**src/rtl/frog_motion_ctrl.sv**
```systemverilog
// frog_motion_ctrl: Frogger frog movement controller.
// Hops one STEP per key press, drifts with the carrier under the frog,
// fills home slots at the top row, and runs the death/respawn sequence.
// Ports:
//   clk, Reset_n      system clock, asynchronous active-low reset
//   hard_clear        synchronous: clear homes, respawn at start
//   keycode[7:0]      keyboard code (edge-detected internally)
//   drift_speed[3:0]  carrier drift rate (0 = none, >9 saturates to 9)
//   drift_right       drift direction (1 = +X)
//   hazard            collision/water level from collision logic
//   frogX, frogY      frog position
//   direction[2:0]    facing: 000 up, 010 left, 100 down, 110 right
//   hopping, dead     state flags
//   home_mask         filled home slots
//   home_evt, death_evt, all_home   one-clock event pulses
module frog_motion_ctrl #(
    parameter int unsigned STEP          = 35,
    parameter int unsigned X_MIN         = 74,
    parameter int unsigned X_MAX         = 594,
    parameter int unsigned Y_MIN         = 60,
    parameter int unsigned Y_MAX         = 439,
    parameter int unsigned X_START       = 320,
    parameter int unsigned Y_START       = 428,
    parameter int unsigned NUM_HOMES     = 5,
    parameter int unsigned HOME_X0       = 100,
    parameter int unsigned HOME_PITCH    = 110,
    parameter int unsigned HOME_WIN      = 40,
    parameter int unsigned DIV_BASE      = 500000,
    parameter int unsigned DIV_STEP      = 50000,
    parameter int unsigned HOP_TICKS     = 4,
    parameter int unsigned RESPAWN_TICKS = 32
) (
    input  logic                 clk,
    input  logic                 Reset_n,
    input  logic                 hard_clear,
    input  logic [7:0]           keycode,
    input  logic [3:0]           drift_speed,
    input  logic                 drift_right,
    input  logic                 hazard,
    output logic [9:0]           frogX,
    output logic [9:0]           frogY,
    output logic [2:0]           direction,
    output logic                 hopping,
    output logic                 dead,
    output logic [NUM_HOMES-1:0] home_mask,
    output logic                 home_evt,
    output logic                 death_evt,
    output logic                 all_home
);

    typedef enum logic [1:0] {ST_ALIVE, ST_HOP, ST_DEAD, ST_HOME_PAUSE} state_t;

    // Limits pre-folded so that the 11-bit compares never wrap.
    localparam logic [10:0] LEFT_LIM  = 11'(X_MIN + STEP);
    localparam logic [10:0] UP_LIM    = 11'(Y_MIN + STEP);
    localparam logic [10:0] X_MIN11   = 11'(X_MIN);
    localparam logic [10:0] X_MAX11   = 11'(X_MAX);
    localparam logic [10:0] Y_MAX11   = 11'(Y_MAX);
    localparam logic [10:0] STEP11    = 11'(STEP);
    localparam logic [9:0]  STEP10    = 10'(STEP);
    localparam logic [9:0]  X_START10 = 10'(X_START);
    localparam logic [9:0]  Y_START10 = 10'(Y_START);
    localparam logic [19:0] DIV_BASE20 = 20'(DIV_BASE);
    localparam logic [19:0] DIV_STEP20 = 20'(DIV_STEP);
    localparam logic [15:0] HOP_CNT   = 16'(HOP_TICKS);
    localparam logic [15:0] RESP_CNT  = 16'(RESPAWN_TICKS);

    state_t                state_q, state_d;
    logic [9:0]            x_q, x_d, y_q, y_d;
    logic [2:0]            dir_q, dir_d;
    logic [NUM_HOMES-1:0]  home_q, home_d;
    logic                  home_evt_q, home_evt_d;
    logic                  death_evt_q, death_evt_d;
    logic                  all_home_q, all_home_d;
    logic [19:0]           div_q, div_d;
    logic [7:0]            prev_key_q, prev_key_d;
    logic [15:0]           tcnt_q, tcnt_d;

    logic [3:0]            spd_sat;
    logic [19:0]           term;
    logic                  tick;
    logic                  key_evt;
    logic [10:0]           x11, y11;
    logic [NUM_HOMES-1:0]  home_sel;
    logic                  home_found;
    logic                  drift_on, drift_oob;
    logic [9:0]            drift_x;
    logic                  moved;

    assign spd_sat  = (drift_speed > 4'd9) ? 4'd9 : drift_speed;
    assign term     = DIV_BASE20 - DIV_STEP20 * {16'd0, spd_sat};
    // >= rather than == so a speed change that lowers the terminal below the
    // running count restarts the period instead of waiting for a 20-bit wrap.
    assign tick     = (div_q >= term);
    assign key_evt  = (keycode != prev_key_q);
    assign x11      = {1'b0, x_q};
    assign y11      = {1'b0, y_q};
    assign drift_on  = (drift_speed != 4'd0);
    assign drift_oob = drift_right ? (x11 >= X_MAX11) : (x11 <= X_MIN11);
    assign drift_x   = drift_right ? (x_q + 10'd1) : (x_q - 10'd1);

    // Lowest empty home whose window strictly contains X.
    always_comb begin
        home_sel   = '0;
        home_found = 1'b0;
        for (int unsigned i = 0; i < NUM_HOMES; i++) begin
            if (!home_found && !home_q[i] &&
                x11 > 11'(HOME_X0 + i * HOME_PITCH) &&
                x11 < 11'(HOME_X0 + i * HOME_PITCH + HOME_WIN)) begin
                home_sel[i] = 1'b1;
                home_found  = 1'b1;
            end
        end
    end

    always_comb begin
        state_d     = state_q;
        x_d         = x_q;
        y_d         = y_q;
        dir_d       = dir_q;
        home_d      = home_q;
        tcnt_d      = tcnt_q;
        home_evt_d  = 1'b0;
        death_evt_d = 1'b0;
        all_home_d  = 1'b0;
        div_d       = tick ? '0 : div_q + 20'd1;
        prev_key_d  = keycode;
        moved       = 1'b0;

        if (hard_clear) begin
            home_d  = '0;
            x_d     = X_START10;
            y_d     = Y_START10;
            dir_d   = 3'b000;
            state_d = ST_ALIVE;
            tcnt_d  = '0;
        end else begin
            case (state_q)
                ST_ALIVE: begin
                    if (hazard) begin
                        state_d     = ST_DEAD;
                        death_evt_d = 1'b1;
                        tcnt_d      = '0;
                    end else begin
                        if (key_evt) begin
                            case (keycode)
                                8'h04: if (x11 > LEFT_LIM) begin
                                    x_d = x_q - STEP10; dir_d = 3'b010; moved = 1'b1;
                                end
                                8'h07: if (x11 + STEP11 < X_MAX11) begin
                                    x_d = x_q + STEP10; dir_d = 3'b110; moved = 1'b1;
                                end
                                8'h16: if (y11 + STEP11 < Y_MAX11) begin
                                    y_d = y_q + STEP10; dir_d = 3'b100; moved = 1'b1;
                                end
                                8'h1A: if (y11 > UP_LIM) begin
                                    y_d = y_q - STEP10; dir_d = 3'b000; moved = 1'b1;
                                end else if (home_found) begin
                                    y_d        = y_q - STEP10;
                                    dir_d      = 3'b000;
                                    home_d     = home_q | home_sel;
                                    home_evt_d = 1'b1;
                                    moved      = 1'b1;
                                end
                                default: ;
                            endcase
                            if (moved) begin
                                state_d = home_evt_d ? ST_HOME_PAUSE : ST_HOP;
                                tcnt_d  = '0;
                            end
                        end
                        // An accepted move consumes this tick's drift.
                        if (!moved && tick && drift_on) begin
                            if (drift_oob) begin
                                state_d     = ST_DEAD;
                                death_evt_d = 1'b1;
                                tcnt_d      = '0;
                            end else begin
                                x_d = drift_x;
                            end
                        end
                    end
                end
                ST_HOP: begin
                    if (hazard) begin
                        state_d     = ST_DEAD;
                        death_evt_d = 1'b1;
                        tcnt_d      = '0;
                    end else if (tick) begin
                        if (drift_on && drift_oob) begin
                            state_d     = ST_DEAD;
                            death_evt_d = 1'b1;
                            tcnt_d      = '0;
                        end else begin
                            if (drift_on) x_d = drift_x;
                            if (tcnt_q + 16'd1 >= HOP_CNT) begin
                                state_d = ST_ALIVE;
                                tcnt_d  = '0;
                            end else begin
                                tcnt_d = tcnt_q + 16'd1;
                            end
                        end
                    end
                end
                ST_DEAD, ST_HOME_PAUSE: begin
                    if (state_q == ST_HOME_PAUSE && (&home_q)) begin
                        home_d     = '0;
                        all_home_d = 1'b1;
                    end
                    if (tick) begin
                        if (tcnt_q + 16'd1 >= RESP_CNT) begin
                            x_d     = X_START10;
                            y_d     = Y_START10;
                            dir_d   = 3'b000;
                            state_d = ST_ALIVE;
                            tcnt_d  = '0;
                        end else begin
                            tcnt_d = tcnt_q + 16'd1;
                        end
                    end
                end
                default: state_d = ST_ALIVE;
            endcase
        end
    end

    always_ff @(posedge clk or negedge Reset_n) begin
        if (!Reset_n) begin
            state_q     <= ST_ALIVE;
            x_q         <= X_START10;
            y_q         <= Y_START10;
            dir_q       <= 3'b000;
            home_q      <= '0;
            home_evt_q  <= 1'b0;
            death_evt_q <= 1'b0;
            all_home_q  <= 1'b0;
            div_q       <= '0;
            prev_key_q  <= '0;
            tcnt_q      <= '0;
        end else begin
            state_q     <= state_d;
            x_q         <= x_d;
            y_q         <= y_d;
            dir_q       <= dir_d;
            home_q      <= home_d;
            home_evt_q  <= home_evt_d;
            death_evt_q <= death_evt_d;
            all_home_q  <= all_home_d;
            div_q       <= div_d;
            prev_key_q  <= prev_key_d;
            tcnt_q      <= tcnt_d;
        end
    end

    assign frogX     = x_q;
    assign frogY     = y_q;
    assign direction = dir_q;
    assign hopping   = (state_q == ST_HOP);
    assign dead      = (state_q == ST_DEAD);
    assign home_mask = home_q;
    assign home_evt  = home_evt_q;
    assign death_evt = death_evt_q;
    assign all_home  = all_home_q;

endmodule

```
**config.mk**
```make
export PLATFORM = sky130hd
export DESIGN_NAME = frog_motion_ctrl
export DESIGN_NICKNAME = d
export VERILOG_FILES = /design/src/rtl/frog_motion_ctrl.sv
export SDC_FILE = /design/constraint.sdc
export NUM_CORES = 1
export LEC_CHECK = 0
export CORE_AREA = 5 5 123 125
export CTS_CLUSTER_SIZE = 30
export DETAILED_ROUTE_END_ITERATION = 16
export DIE_AREA = 0 0 128 130
export GPL_TIMING_DRIVEN = 0
export PLACE_DENSITY = 0.78
export SLEW_MARGIN = 20
export SYNTH_ARGS = -nofsm -noshare
export SYNTH_HDL_FRONTEND = slang
export SYNTH_SLANG_ARGS = --single-unit
```
**constraint.sdc**
```tcl
create_clock -name clk -period 3.4 [get_ports clk]
set_clock_uncertainty 0.15 [all_clocks]
set_input_delay 0.34 -clock clk [delete_from_list [all_inputs] [get_ports clk]]
set_output_delay 0.34 -clock clk [all_outputs]
set_load 0.02 [all_outputs]
```
==> results_dict.tcl <==
set metrics [dict create \
    status "finished with violations" \
    violations "negative setup slack" \
    slew_viol_final 0 \
    cts.clk_slew.worst_paths_ps 70 \
    ios 50 \
    grt_pass1_wl_mm 32.5 \
    dr.pass1.iters 6 \
    switching_share_pct 39.9 \
    power.share.sequential_pct 26.0 \
    initial_core_util_pct 49.2 \
    power_leakage_nw 3.91 \
    post-route-period-util_pct 157 \
    internal_power_mw 2.88 \
    hp-class "in2async" \
    synth_edf_count 0 \
    dp.cells 1034 \
    layout-area-overhead-vs-synth_pct 33.2 \
    ys_ff_latch 76 \
    placed_cell_area_um2 7720 \
    post-synth-top-count-cell "nor2_1" \
    vias 6953 \
    clock-sinks 76 \
    ant_nets 0 \
    port_buffers 46 \
    combPwrFrac_pct 50.2 \
    gp_congestion 0.952 \
    wire_per_inst_um 19.0 \
    die_h_um 130 \
    clk_latency_ps 350 \
    dieArea_um2 16600 \
    gr-total-overflow 0 \
    cts_tree "yes" \
    syn_area_per_cell_um2 8.40 \
    async_flop_share_pct 100 \
    ir_worst_vdd_v 0.000361 \
    antenna_found_initial 0 \
    antenna_cells 0 \
    final.setup.tns_ps -102880 \
    root_buffer "clkbuf_16" \
    power_density_nw_per_um2 530 \
    path_class "in2reg" \
    post-dp-hpwl_mm 13.7 \
    worstSetupEndpointType "flop" \
    instances_no_fill 1100 \
    fin_area_um2 9040 \
    yosysSeqAreaShare_pct 28.2 \
    grt_use_total_pct 24.0 \
    cp.required_ps 3480 \
    post-route-min-period_ps 5320 \
    p_sw_mw 1.91 \
    tightest_slew_ps 1040 \
    drt_iter0_drc 689 \
    rsz0062_at_grt "true" \
    syn_nets 883 \
    nFillCells 1069 \
    fmax_mhz 188 \
    max_cap_viol_count 0 \
    final-hold-violation-count 0 \
    finalSetupViolCount 61 \
    slew_headroom_pct 30.4 \
    cts_buffers 9 \
    synth_cells 807 \
    yosysUniqueCellTypes 84 \
    timing.hold.ws_ps 262 \
    final_layout_size_suffix_gt1_share_pct 22.7 \
    synth_ff_type "dfrtp_1" \
    synth_area_leader_cell "dfrtp_1" \
    drt-vias-per-instance 6.32 \
    start_kind "input pin" \
    cp_max_fo 4 \
    synth.cell_area_um2 6780 \
    std_cell_rows 43 \
    worstRegToRegCells 12 \
    worst_slack_ps -1920 \
    synthTopCellsByCount "86 x nor2_1, 69 x dfrtp_1, 57 x ha_1, 46 x a21oi_1, 42 x nand2_1" \
    power.clock.fraction_pct 23.7 \
    grt_max_degree 58 \
    drt_wl_total_mm 20.9 \
    drc 0 \
    yosys.area.top_type_share_pct 25.5 \
    design.core.area_um2 13800 \
    nets 991 \
    p_total_mw 4.79 \
    clockBufferDepth 2 \
    worstPathArrival_ps 5400 \
    grt_pass1_vias 6490 \
    yosys-top-cells-area "dfrtp_1 25%, ha_1 11%, xor2_1 4.9%, nor2_1 4.8%, xnor2_1 4.1%" \
    yosysWarnings 0 \
    htree_levels 3 \
    die_w_um 128 \
]
## path summary, 6_finish.rpt
kind,start,end,slack [ps]
min,Reset_n,frogX[2]$_DFFE_PN0P_,260
max,drift_speed[3],frogY[6]$_DFFE_PN0P_,-1920
max reg2reg,frogX[0]$_DFFE_PN0P_,frogX[7]$_DFFE_PN0P_,-860
min in group clk,tcnt_q[15]$_DFFE_PN0P_,tcnt_q[15]$_DFFE_PN0P_,370
min reg2reg,tcnt_q[15]$_DFFE_PN0P_,tcnt_q[15]$_DFFE_PN0P_,370
max in group asynchronous,Reset_n,frogY[7]$_DFFE_PN1P_,2220
## worst max-delay path, stage by stage
cell       delay (ps)
clkbuf_16         100
nand2b_4          130
inv_6              40
ha_4              160
xor2_2            180
ha_4              160
a21o_1            170
ha_4              230
a21o_1            180
a21oi_2           210
xnor2_2           140
nor3_2            230
a21oi_4           110
nor2_2            130
nor2b_1            70
maj3_2            300
xor2_1            150
ha_1              300
nand4_1           210
a2111oi_2         350
o21ai_1           160
a31oi_2           210
or2_4             210
nand2_4            80
a211oi_4          340
buf_6             180
mux2_4            300
## through the flow
step | util, % | setup WS (ps)
after global routing | 65.6 | -2090
after global placement | 55.9 | -2940
after floorplan | - | -1770
after detailed placement | 56.1 | -3030
after CTS | 62.4 | -1760
final | 65.6 | -1920
## cell families after synthesis
group | Yosys count | share of synthesized area, %
compound gates | 208 | 21.5
xor+xnor | 70 | 9.04
fa+ha+maj | 60 | 11.3
buf+inv | 72 | 4.91
flops | 76 | 28.2
mux | 7 | 1.11
other cells | 1 | 0.0553
simple gates | 313 | 24.0
## final cells by class
cell class	instances	area [µm²]	area share (%)
buffer	37	275	3.05
clock buffer	9	225	2.49
clock inverter	7	124	1.37
inverter	33	133	1.47
multi-input combinational	659	5180	57.3
sequential	76	1910	21.2
tap	180	225	2.49
timing repair buffer	99	963	10.7
## cells in the final DEF, fill, tap and decap left out, types with 19 or more instances in the layout
master	synthesis	final
nor2b_1	21	20
a21oi_1	46	39
o21ai_0	27	19
buf_4	4	36
buf_6	4	26
ha_1	57	48
nand2_1	42	40
inv_1	33	30
xnor2_1	32	29
nor2_1	86	65
clkdlybuf4s50_1	0	42
nor3_1	33	27
xor2_1	38	37
dfrtp_1	69	68
nand3_1	31	29
## routing by layer
layer  global-route usage [%]  part of all wire, %  vias up
li1                         -                    -     3185
met1                     33.5                   42     3311
met2                     37.2                   46      362
met3                     4.99                  7.6       95
met4                     8.43                  4.0        0
met5                        0                    0        -
## state kept, by name (all words and copies together) (netlist names)
name and count:
div_q 20, tcnt_q 16, frogX 10, frogY 10, prev_key_q 8, home_mask 5, direction 2, state_q 2
all_home 1, death_evt 1, home_evt 1
## power by group through the flow
stage / logic (mW) / registers [mW] / clock network [mW]
after floorplan: 1.30 / 1.28 / 0
after global placement: 1.82 / 1.25 / 0
after detailed placement: 1.87 / 1.25 / 0
after CTS: 2.08 / 1.24 / 1.15
after global routing: 2.58 / 1.27 / 1.20
final: 2.41 / 1.25 / 1.14
## what timing repair did
action | 4_1_cts | 5_1_grt
buffers inserted | 30 | 17
pin swaps | 33 | 19
resized for setup | 67 | 81
setup endpoints to repair | 61 | 66
endpoints found under the hold margin | 17 | 0
cloned | 2 | 3
hold buffers | 1 | 0
Note: power is estimated with default switching activity, not from simulation.
==> patch (same flow settings) <==
The parameter `NUM_HOMES` goes from 5 to 4.
--- a/src/rtl/frog_motion_ctrl.sv
+++ b/src/rtl/frog_motion_ctrl.sv
@@ -21,7 +21,7 @@
     parameter int unsigned Y_MAX         = 439,
     parameter int unsigned X_START       = 320,
     parameter int unsigned Y_START       = 428,
-    parameter int unsigned NUM_HOMES     = 5,
+    parameter int unsigned NUM_HOMES     = 4,
     parameter int unsigned HOME_X0       = 100,
     parameter int unsigned HOME_PITCH    = 110,
     parameter int unsigned HOME_WIN      = 40,
Ports: changed (resized home_mask); port bits go from 50 to 49. The function was not compared with the original's and may differ.
==> patch against the original RTL <==
The run still ends with negative setup slack left; clock power fell by 7%; sequential cell count fell by 1; global-route usage rose by 0.84 points; power fell by 30%; wire length rose by 7.5%; area after synthesis rose by 1.1%; final area rose by 2.4%; worst hold slack improved by 0.046 ns; die area did not move; setup slack improved by 0.0052 ns; synthesized cell count rose by 0.25%; fmax barely moved; cell count rose by 1.1%; largest power group unchanged.
==> patch: results (changes against the original RTL) <==
metric,value,unit,change
first-pass GRT wire length,33.52,mm,+3.1%
# fillers,1038,,-2.9%
Most used DFF post-synth,dfrtp_1,,
antenna cells,0,,unchanged
Syn Inst Count,809,,+0.25%
Final setup violation count,62,,+1.6%
Worst path slowest cell,ha_2,,
CTS H-Tree Depth,3,,unchanged
Slowest Stage Delay on Critical Path,0.43,ns,+0.08 ns
ys async rst share,100.0,%,unchanged
Worst-Margin Slew,0.8481,ns,-0.1927 ns
Mapped Nets,886,,+0.34%
failing checks,negative setup slack,,
worst reg2reg path depth,12,,unchanged
Synth area leaders,"dfrtp_1 (25%), ha_1 (11%), xor2_1 (4.9%)",,
Root Driver,clkbuf_16,,
largest net degree at the start of global routing,47,,-19%
dpl cells,1036,,+0.19%
biggest regs,"div_q: 20 flops, tcnt_q: 16 flops",,
CTS Buf Count,9,,unchanged
dpl cell area,7739,sq um,+0.21%
Crit Path Max Fanout,5,,+1
antenna violations before repair,0,,unchanged
1st-iter DRT viols,833,,+21%
WL per Instance,20.17,um,+6.3%
final worst setup slack,-1.919,ns,+0.005220 ns
post-route insts no fill,1112,,+1.1%
"top cells by count, synth","nor2_1 (70), dfrtp_1 (68), ha_1 (58)",,
Longest Clk Path Bufs,2,,unchanged
vias post-DR,7127,,+2.5%
Pre-antenna DRT Iters,8,,+2
I/O Buffers,46,,unchanged
Leak,3.885,nW,-0.62%
vias in the first global route,6584,,+1.4%
"Reg clk slew, reported paths",0.06,ns,
share of layout cells above drive strength 1,26.61,%,+3.9 points
latest clock arrival within the worst-skew pair,0.36,ns,
sequential element share of the synthesized area,27.50,%,-0.67 points
Detailed Place HPWL,13.70,mm,about the same
YS warnings,0,,unchanged
Unique masters post-synth,94,,+12%
VDD IR-drop max,0.4540,mV,+26%
gpl congestion,0.9712,,+2.1%
Worst Hold Depth,1,,
outcome,finished with violations,,
total track usage,24.89,%,+0.84 points
CP arrival,5.40,ns,about the same
worst hold path type,in -> reg,,
## patch: cell count changes in the layout (fill, tap and decap cells not counted), sizes merged, moves of 4 or more
cell,change
and2,+10
xnor2,-4
buf,+5
nor2,-15
nor2b,-16
a21oi,-4
a32oi,+6
nand3,+7
or3,+4
nand2,+10
o21ai,+13
o31ai,-4
## patch: repair_timing
item / CTS / global route
buffers inserted: 41 / 20
gates resized for setup: 73 / 99
hold buffers: 1 / 0
gates cloned: 3 / 1
endpoints found under the hold margin: 25 / 0
setup endpoints to repair: 62 / 62
pin swaps: 36 / 36
## patch: cells by family after synthesis
| logic type | count (synthesis) | synth area share [%] |
|---|---|---|
| simple gates | 307 | 23.58 |
| compound gates | 219 | 23.10 |
| flops | 75 | 27.50 |
| buf+inv | 70 | 4.434 |
| xor+xnor | 66 | 8.431 |
| fa+ha+maj | 61 | 11.31 |
| mux | 10 | 1.588 |
| other cells | 1 | 0.05469 |
## patch: area by class of cell
cell class | count | area, sq um | area share (%)
clock buffer | 9 | 225.2 | 2.435
timing repair buffer | 108 | 1047 | 11.32
tap | 180 | 225.2 | 2.435
multi-input combinational | 665 | 5385 | 58.22
clock inverter | 7 | 98.84 | 1.069
buffer | 35 | 252.7 | 2.732
inverter | 33 | 130.1 | 1.407
sequential | 75 | 1886 | 20.38
## patch: worst max-delay path, delay by kind of cell
family / cells / cell delay, ns
simple gates: 6 / 0.70
buf+inv: 6 / 0.74
compound gates: 10 / 1.73
xor+xnor: 2 / 0.32
fa+ha+maj: 5 / 1.56
## patch: metal layers
layer | global-route usage, % | vias up | wire length, um
met5 | 0 | - | 0
met2 | 41.40 | 422 | 10610
met1 | 32.14 | 3369 | 9024
met3 | 4.707 | 95 | 1882
met4 | 9.800 | 0 | 903
li1 | - | 3241 | -
## patch: report_power, final
group / switching, mW / internal (mW) / leakage [nW]
Clock: 0.410 / 0.647 / 0.156
Sequential: 0.110 / 0.975 / 0.986
Combinational: 0.655 / 0.561 / 2.74
## patch: per-stage QoR
step,TNS [ns],worst slack (ns)
floorplan,-89.85,-1.835
global placement,-207.70,-2.803
detailed placement,-154.86,-2.837
CTS,-85.39,-1.566
global route,-113.90,-2.060
finish,-105.06,-1.919
## patch: final timing paths
kind | start | to | slack, ns
worst min-delay path | keycode[1] | prev_key_q[1] | 0.31
worst max register to register | frogX[1] | frogX[8] | -0.68
worst min register to register | tcnt_q[9] | tcnt_q[9] | 0.38
min in group asynchronous | Reset_n | div_q[2] | 0.32
worst max-delay path | drift_speed[3] | tcnt_q[1] | -1.92
max in group asynchronous | Reset_n | frogY[5] | 2.15
